$ cat config.mk
export PLATFORM = sky130hd
export DESIGN_NAME = hwpe_ctrl_regfile_bist_ctrl_flat
export DESIGN_NICKNAME = d
export VERILOG_FILES = /design/src/rtl/hwpe_ctrl_regfile_bist_ctrl_if.sv /design/src/rtl/hwpe_ctrl_regfile_bist_ctrl.sv /design/src/flat_wrapper.sv
export SDC_FILE = /design/constraint.sdc
export NUM_CORES = 1
export LEC_CHECK = 0
export BUFFER_PORTS_ARGS = -buffer_cell sky130_fd_sc_hd__buf_2
export CORE_MARGIN = 3
export CORE_UTILIZATION = 50
export DETAILED_ROUTE_END_ITERATION = 16
export MAX_ROUTING_LAYER = met4
export PLACE_DENSITY = 0.8
export SETUP_SLACK_MARGIN = 0.5
export SLEW_MARGIN = 15
export SYNTH_ARGS = -nofsm -noshare
export SYNTH_HDL_FRONTEND = slang
export SYNTH_SLANG_ARGS = --single-unit
export TNS_END_PERCENT = 5
$ cat constraint.sdc
create_clock -name clk_i -period 2.65 [get_ports clk_i]
set_clock_uncertainty 0.05 [all_clocks]
set_input_delay 0.1325 -clock clk_i [delete_from_list [all_inputs] [get_ports clk_i]]
set_output_delay 0.1325 -clock clk_i [all_outputs]
set_load 0.03 [all_outputs]
$ cat src/rtl/hwpe_ctrl_regfile_bist_ctrl_if.sv
// hwpe_ctrl_regfile_bist_ctrl_if: regfile test-wrapper BIST port (BIST/CSN_T/WEN_T/A_T/D_T/BE_T/Q_T)
interface hwpe_ctrl_regfile_bist_ctrl_if #(
  parameter int ADDR_WIDTH = 5,
  parameter int DATA_WIDTH = 32,
  parameter int NUM_BYTE = DATA_WIDTH/8
);
  logic bist;
  logic csn;
  logic wen;
  logic [ADDR_WIDTH-1:0] addr;
  logic [DATA_WIDTH-1:0] wdata;
  logic [NUM_BYTE-1:0] be;
  logic [DATA_WIDTH-1:0] q;
  modport master (output bist, csn, wen, addr, wdata, be, input q);
  modport slave (input bist, csn, wen, addr, wdata, be, output q);
endinterface

$ cat src/rtl/hwpe_ctrl_regfile_bist_ctrl.sv
// hwpe_ctrl_regfile_bist_ctrl: March C- BIST sequencer for the HWPE control register file
// HWPE_CTRL_BIST_CHECKERBOARD_EN adds checkerboard elements E6 (up W) and E7 (down R).
module hwpe_ctrl_regfile_bist_ctrl #(
  parameter int ADDR_WIDTH = 5,
  parameter int DATA_WIDTH = 32,
  parameter int NUM_BYTE = DATA_WIDTH/8
) (
  input  logic clk_i,
  input  logic rst_ni,
  input  logic clear_i,
  input  logic start_i,
  output logic busy_o,
  output logic done_o,
  output logic fail_o,
  output logic [ADDR_WIDTH-1:0] fail_addr_o,
  output logic [DATA_WIDTH-1:0] fail_data_o,
  hwpe_ctrl_regfile_bist_ctrl_if.master rf
);
`ifdef HWPE_CTRL_BIST_CHECKERBOARD_EN
  localparam logic [2:0] LAST_ELEM = 3'd7;
`else
  localparam logic [2:0] LAST_ELEM = 3'd5;
`endif
  typedef enum logic [1:0] {IDLE, RUN, DRAIN, DONE} state_t;
  state_t r_state;
  logic [2:0] r_elem;
  logic r_ph, r_csn, r_wen, r_bist, r_busy, r_done, r_fail, r_pend;
  logic [ADDR_WIDTH-1:0] r_addr, r_cmp_addr, r_fail_addr;
  logic [DATA_WIDTH-1:0] r_wdata, r_exp, r_fail_data;
  logic w_down, w_step, w_end, w_last, w_ph, w_rd, w_mis;
  logic [2:0] w_elem;
  logic [ADDR_WIDTH-1:0] w_addr;
  logic [DATA_WIDTH-1:0] w_wdata;
  function automatic logic f_down(input logic [2:0] e);
    return (e > 3'd2) && (e != 3'd6);
  endfunction
  function automatic logic f_two(input logic [2:0] e);
    return (e != 3'd0) && (e < 3'd5);
  endfunction
  // Next op from the one on the bus; reads carry the expected word on wdata so it can be pipelined to the compare
  always_comb begin
    w_down = f_down(r_elem);
    w_step = !(f_two(r_elem) && !r_ph);
    w_end = w_down ? (r_addr == '0) : (r_addr == '1);
    w_last = w_step && w_end && (r_elem == LAST_ELEM);
    w_elem = (w_step && w_end) ? r_elem + 3'd1 : r_elem;
    w_ph = !w_step;
    w_addr = !w_step ? r_addr : w_end ? {ADDR_WIDTH{f_down(w_elem)}} : w_down ? r_addr - 1'b1 : r_addr + 1'b1;
    w_rd = f_two(w_elem) ? !w_ph : w_elem[0];
`ifdef HWPE_CTRL_BIST_CHECKERBOARD_EN
    w_wdata = (w_elem[2:1] == 2'b11) ? {(DATA_WIDTH/2){w_addr[0] ? 2'b10 : 2'b01}} : {DATA_WIDTH{w_rd ^ w_elem[0]}};
`else
    w_wdata = {DATA_WIDTH{w_rd ^ w_elem[0]}};
`endif
    w_mis = r_pend && (rf.q != r_exp);
  end
  always_ff @(posedge clk_i or negedge rst_ni) begin
    if (!rst_ni) begin
      r_state <= IDLE;
      r_elem <= '0;
      r_ph <= 1'b0;
      r_addr <= '0;
      r_wdata <= '0;
      r_csn <= 1'b1;
      r_wen <= 1'b1;
      r_bist <= 1'b0;
      r_busy <= 1'b0;
      r_done <= 1'b0;
      r_fail <= 1'b0;
      r_pend <= 1'b0;
      r_exp <= '0;
      r_cmp_addr <= '0;
      r_fail_addr <= '0;
      r_fail_data <= '0;
    end else if (clear_i) begin
      r_state <= IDLE;
      r_elem <= '0;
      r_ph <= 1'b0;
      r_addr <= '0;
      r_wdata <= '0;
      r_csn <= 1'b1;
      r_wen <= 1'b1;
      r_bist <= 1'b0;
      r_busy <= 1'b0;
      r_done <= 1'b0;
      r_fail <= 1'b0;
      r_pend <= 1'b0;
      r_exp <= '0;
      r_cmp_addr <= '0;
      r_fail_addr <= '0;
      r_fail_data <= '0;
    end else begin
      r_pend <= 1'b0;
      r_exp <= r_wdata;
      r_cmp_addr <= r_addr;
      if (w_mis) begin
        r_fail <= 1'b1;
        r_fail_addr <= r_cmp_addr;
        r_fail_data <= rf.q;
      end
      case (r_state)
        IDLE, DONE: if (start_i) begin
          r_state <= RUN;
          r_elem <= '0;
          r_ph <= 1'b0;
          r_addr <= '0;
          r_wdata <= '0;
          r_csn <= 1'b0;
          r_wen <= 1'b0;
          r_bist <= 1'b1;
          r_busy <= 1'b1;
          r_done <= 1'b0;
          r_fail <= 1'b0;
          r_fail_addr <= '0;
          r_fail_data <= '0;
        end
        RUN: begin
          r_pend <= r_wen && !w_mis;
          if (w_mis) begin
            r_state <= DONE;
            r_csn <= 1'b1;
            r_wen <= 1'b1;
            r_bist <= 1'b0;
            r_busy <= 1'b0;
            r_done <= 1'b1;
          end else if (w_last) begin
            r_state <= DRAIN;
            r_csn <= 1'b1;
            r_wen <= 1'b1;
          end else begin
            r_elem <= w_elem;
            r_ph <= w_ph;
            r_addr <= w_addr;
            r_wen <= w_rd;
            r_wdata <= w_wdata;
          end
        end
        DRAIN: begin
          r_state <= DONE;
          r_bist <= 1'b0;
          r_busy <= 1'b0;
          r_done <= 1'b1;
        end
        default: r_state <= IDLE;
      endcase
    end
  end
  assign busy_o = r_busy;
  assign done_o = r_done;
  assign fail_o = r_fail;
  assign fail_addr_o = r_fail_addr;
  assign fail_data_o = r_fail_data;
  assign rf.bist = r_bist;
  assign rf.csn = r_csn;
  assign rf.wen = r_wen;
  assign rf.addr = r_addr;
  assign rf.wdata = r_wdata;
  assign rf.be = {NUM_BYTE{1'b1}};
endmodule

$ cat src/flat_wrapper.sv
// flat-port wrapper written by rule: the top's interface ports become plain ports
module hwpe_ctrl_regfile_bist_ctrl_flat 
#(
  parameter int ADDR_WIDTH = 5,
  parameter int DATA_WIDTH = 32,
  parameter int NUM_BYTE = DATA_WIDTH/8
)
  (clk_i, rst_ni, clear_i, start_i, busy_o, done_o, fail_o, fail_addr_o, fail_data_o, rf_bist, rf_csn, rf_wen, rf_addr, rf_wdata, rf_be, rf_q);
  hwpe_ctrl_regfile_bist_ctrl_if #(.ADDR_WIDTH(ADDR_WIDTH), .DATA_WIDTH(DATA_WIDTH), .NUM_BYTE(NUM_BYTE)) rf_i ();
  input  logic clk_i;
  input  logic rst_ni;
  input  logic clear_i;
  input  logic start_i;
  output logic busy_o;
  output logic done_o;
  output logic fail_o;
  output logic [ADDR_WIDTH-1:0] fail_addr_o;
  output logic [DATA_WIDTH-1:0] fail_data_o;
  output wire logic [$bits(rf_i.bist)-1:0] rf_bist;
  output wire logic [$bits(rf_i.csn)-1:0] rf_csn;
  output wire logic [$bits(rf_i.wen)-1:0] rf_wen;
  output wire logic [$bits(rf_i.addr)-1:0] rf_addr;
  output wire logic [$bits(rf_i.wdata)-1:0] rf_wdata;
  output wire logic [$bits(rf_i.be)-1:0] rf_be;
  input wire logic [$bits(rf_i.q)-1:0] rf_q;
  assign rf_bist = rf_i.bist;
  assign rf_csn = rf_i.csn;
  assign rf_wen = rf_i.wen;
  assign rf_addr = rf_i.addr;
  assign rf_wdata = rf_i.wdata;
  assign rf_be = rf_i.be;
  assign rf_i.q = rf_q;
  hwpe_ctrl_regfile_bist_ctrl #(.ADDR_WIDTH(ADDR_WIDTH), .DATA_WIDTH(DATA_WIDTH), .NUM_BYTE(NUM_BYTE)) u_core (.clk_i(clk_i), .rst_ni(rst_ni), .clear_i(clear_i), .start_i(start_i), .busy_o(busy_o), .done_o(done_o), .fail_o(fail_o), .fail_addr_o(fail_addr_o), .fail_data_o(fail_data_o), .rf(rf_i));
endmodule
==> out/summary.txt <==
Post-route total power -> 2670 µW
Clk sink count -> 61
Pins over their slew limit -> 0
Number of global-route vias before repair -> 2,801
Leakage dissipation -> 0.00247 µW
Cell area after layout -> 0.00427 mm²
Global-route wire length before repair -> 13,200 µm
Final hold vios -> 0
Final setup violation count -> 0
Period utilisation layout -> 0.915
Relative slew slack -> 0.502
Final GP Congestion -> 0.881
EDFF count, synth -> 0
Post-Synth XOR/XNOR Area -> 0.0102
Crit-path max FO -> 5
Register bit total from synthesis -> 61
Nets -> 495
Synth Area in Compound Gates -> 0.0957
Simple-gate share of the synthesized area -> 0.174
TritonRoute pass-1 iters -> 5
Post-Syn Area -> 0.00344 mm²
# diodes -> 0
Pin count of the biggest net entering global routing -> 62
Min Hold Slack -> 17.0 ps
Min-Delay Endpoint -> u_core.fail_data_o[26]
Root Buffer -> clkbuf_8
Worst hold stages -> 3
FMAX -> 412 MHz
Sequential share of the synthesized area -> 0.445
Drt wl/cell -> 16.9 µm
Status -> finished clean
Initial Util -> 0.529
Post-DP Area -> 0.00387 mm²
Worst r2r dst -> u_core.rf.addr[3]
FP Rows -> 29
Layout Area Growth over Synthesis -> 24.1%
Setup TNS -> 0 ps
Fillers -> 511
Vias -> 3,025
Max-cap viol count -> 0
Total global-route track usage -> 0.221
Main combinational cell family by area after synthesis -> simple AND/OR/NAND/NOR gates
Clock Path Buffers -> 2
WS Path Type -> flip-flop to flip-flop
Worst reg2reg startpoint -> u_core.rf.addr[3]
Tightest Pin Transition -> 746 ps
Dpl hpwl -> 5970 µm
Post-layout min period -> 2430 ps
Vert. Die Dim -> 88.9 µm
Worst-Skew Late Latency -> 340 ps
CP Launch Type -> flip-flop
Hold path startpoint -> rf_q[26]
PortBufs -> 115
Antenna violations before repair -> 0
DR vias/cell -> 5.69
Worst vdd ir -> 0.244 mV
Post-Synth Adder-Cell Area -> 0.0349
FF-to-FF path depth -> 7
Initial DRC Count -> 244
# DRC -> 0
Total core area -> 0.00649 mm²
Final WL -> 8970 µm
CP endpoint kind -> flip-flop
Synth Instances -> 350
Mux cell area share after synthesis -> 0.130
Leading register cell type out of synthesis -> dfrtp_1
Arrival time worst endpoint -> 2600 ps
Routed Antenna Nets -> 0
Chip width -> 88.9 µm
Yosys warning count -> 0
Unrepaired setup endpoints after global routing -> yes
I/O pin count -> 120
Req. time, crit path -> 2820 ps
Synth unique cells -> 52
R2r setup slk -> 220 ps
GRT Residual Overflow -> 0
Number of buffers created by CTS -> 9
Die footprint -> 0.00791 mm²
Layout cells sized above 1 -> 0.396
CTS tree -> built
Async set or reset register ratio after synthesis -> 1.00
Critical path origin -> u_core.rf.addr[3]
Power per cell area -> 626 mW/mm²
Syn_area_per_cell -> 9.82 µm²
Hold/Removal Path Class -> input port to flip-flop
Clk slew on worst S/H paths -> 70 ps
H-tree depth -> 3
power by group:
part	switching, µW	internal [µW]
registers	46.0	1010
logic	524	274
clock network	361	457
total	930	1740
cells in the final DEF, fill, tap and decap left out, drive strengths merged, types with 2 or more instances in the layout:
cell and count:
a21oi 14, and3 2, nor2 48, nand2 16, or4 6, o22ai 4
a31o 2, o211ai 2, mux2 4, nand3b 2, dfstp 2, a21o 3
nand3 8, clkinv 2, nor2b 6, a31oi 4, buf 135, conb 4
nand4 4, clkbuf 12, dfrtp 59, xnor2 3, o21ai 8, or3 9
inv 12, a32oi 2, ha 8, mux2i 40, a211oi 2, nor4 6
nor3 8
how the worst max path moves through the flow:
| stage | endpoint | depth (start not counted) |
|---|---|---|
| CTS | u_core.rf.addr[3] | 7 |
| finish | u_core.rf.addr[3] | 7 |
| global route | u_core.r_elem[2] | 8 |
| floorplan | u_core.rf.addr[1] | 7 |
| global placement | u_core.rf.addr[3] | 7 |
| detailed placement | u_core.rf.addr[4] | 8 |
timing repair:
item                       CTS  global route
hold endpoints to repair    59             0
pin swaps                    4             4
hold buffers                 1             0
setup endpoints to repair   55            55
cloned                       0             0
setup buffers                5             7
gates resized for setup      8            14
per-layer routing:
metal | up-vias | routed length, µm | track usage | part of all wire
li1 | 1402 | - | - | -
met3 | 30 | 609 | 0.0442 | 0.068
met5 | - | 0 | - | 0
met2 | 147 | 4340 | 0.358 | 0.48
met1 | 1446 | 3780 | 0.273 | 0.42
met4 | 0 | 234 | 0.0865 | 0.026
worst max-delay path, cell delays in order (launching register included):
cell,delay (ps)
dfrtp_2,400
or4_1,540
or3_4,380
a21oi_4,170
nand3_4,110
a31o_4,250
nand2_4,100
mux2_4,310
stage by stage:
step | cells | setup slack (ps) | util
floorplan | 353 | 202 | -
global placement | 503 | 224 | 0.597
detailed placement | 503 | 150 | 0.597
CTS | 525 | 181 | 0.638
global route | 532 | 137 | 0.657
finish | 532 | 224 | 0.657
layout make-up:
type / count / area [µm²] / share of cell area
Multi-Input combinational cell: 230 / 1660 / 0.389
Sequential cell: 61 / 1540 / 0.360
Timing Repair Buffer: 136 / 736 / 0.172
Clock buffer: 12 / 145 / 0.0340
Tap cell: 77 / 96.3 / 0.0226
Clock inverter: 4 / 47.5 / 0.0111
Inverter: 12 / 45.0 / 0.0106
synthesized netlist by cell type, types with 3 or more instances:
cell | n | share of area
nor4_1 | 6 | 0.011
xnor2_1 | 3 | 0.0076
nand2_1 | 14 | 0.015
buf_2 | 5 | 0.0073
nor2_1 | 48 | 0.052
inv_1 | 12 | 0.013
dfrtp_1 | 59 | 0.43
a31oi_1 | 4 | 0.0073
o22ai_1 | 4 | 0.0073
a21o_1 | 3 | 0.0065
ha_1 | 8 | 0.029
a21oi_1 | 13 | 0.019
mux2i_1 | 40 | 0.12
nor3_1 | 8 | 0.012
o21ai_0 | 6 | 0.0087
nand4_1 | 4 | 0.0073
nor2b_1 | 6 | 0.011
nand3_1 | 7 | 0.010
buf_4 | 37 | 0.081
or4_1 | 6 | 0.013
clkbuf_1 | 6 | 0.0065
mux2_2 | 4 | 0.013
or3_1 | 8 | 0.015
kinds of logic (layout without fill, tap and decap cells):
group | Yosys count | count (layout)
AOI/OAI and AO/OA | 50 | 50
xor gates and xnor gates | 4 | 4
adders and majority gates | 9 | 9
buffers and inverters | 62 | 164
DFF | 61 | 61
muxes | 44 | 44
other | 1 | 4
and+or+nand+nor | 119 | 119
flip-flops by register name (all words and copies together) (netlist names), 2 cells and up:
name	cells
u_core.fail_data_o	32
u_core.fail_addr_o	5
u_core.r_cmp_addr	5
u_core.r_state	2
u_core.rf.addr	5
u_core.r_elem	3
Note: power is estimated with default switching activity, not from simulation.
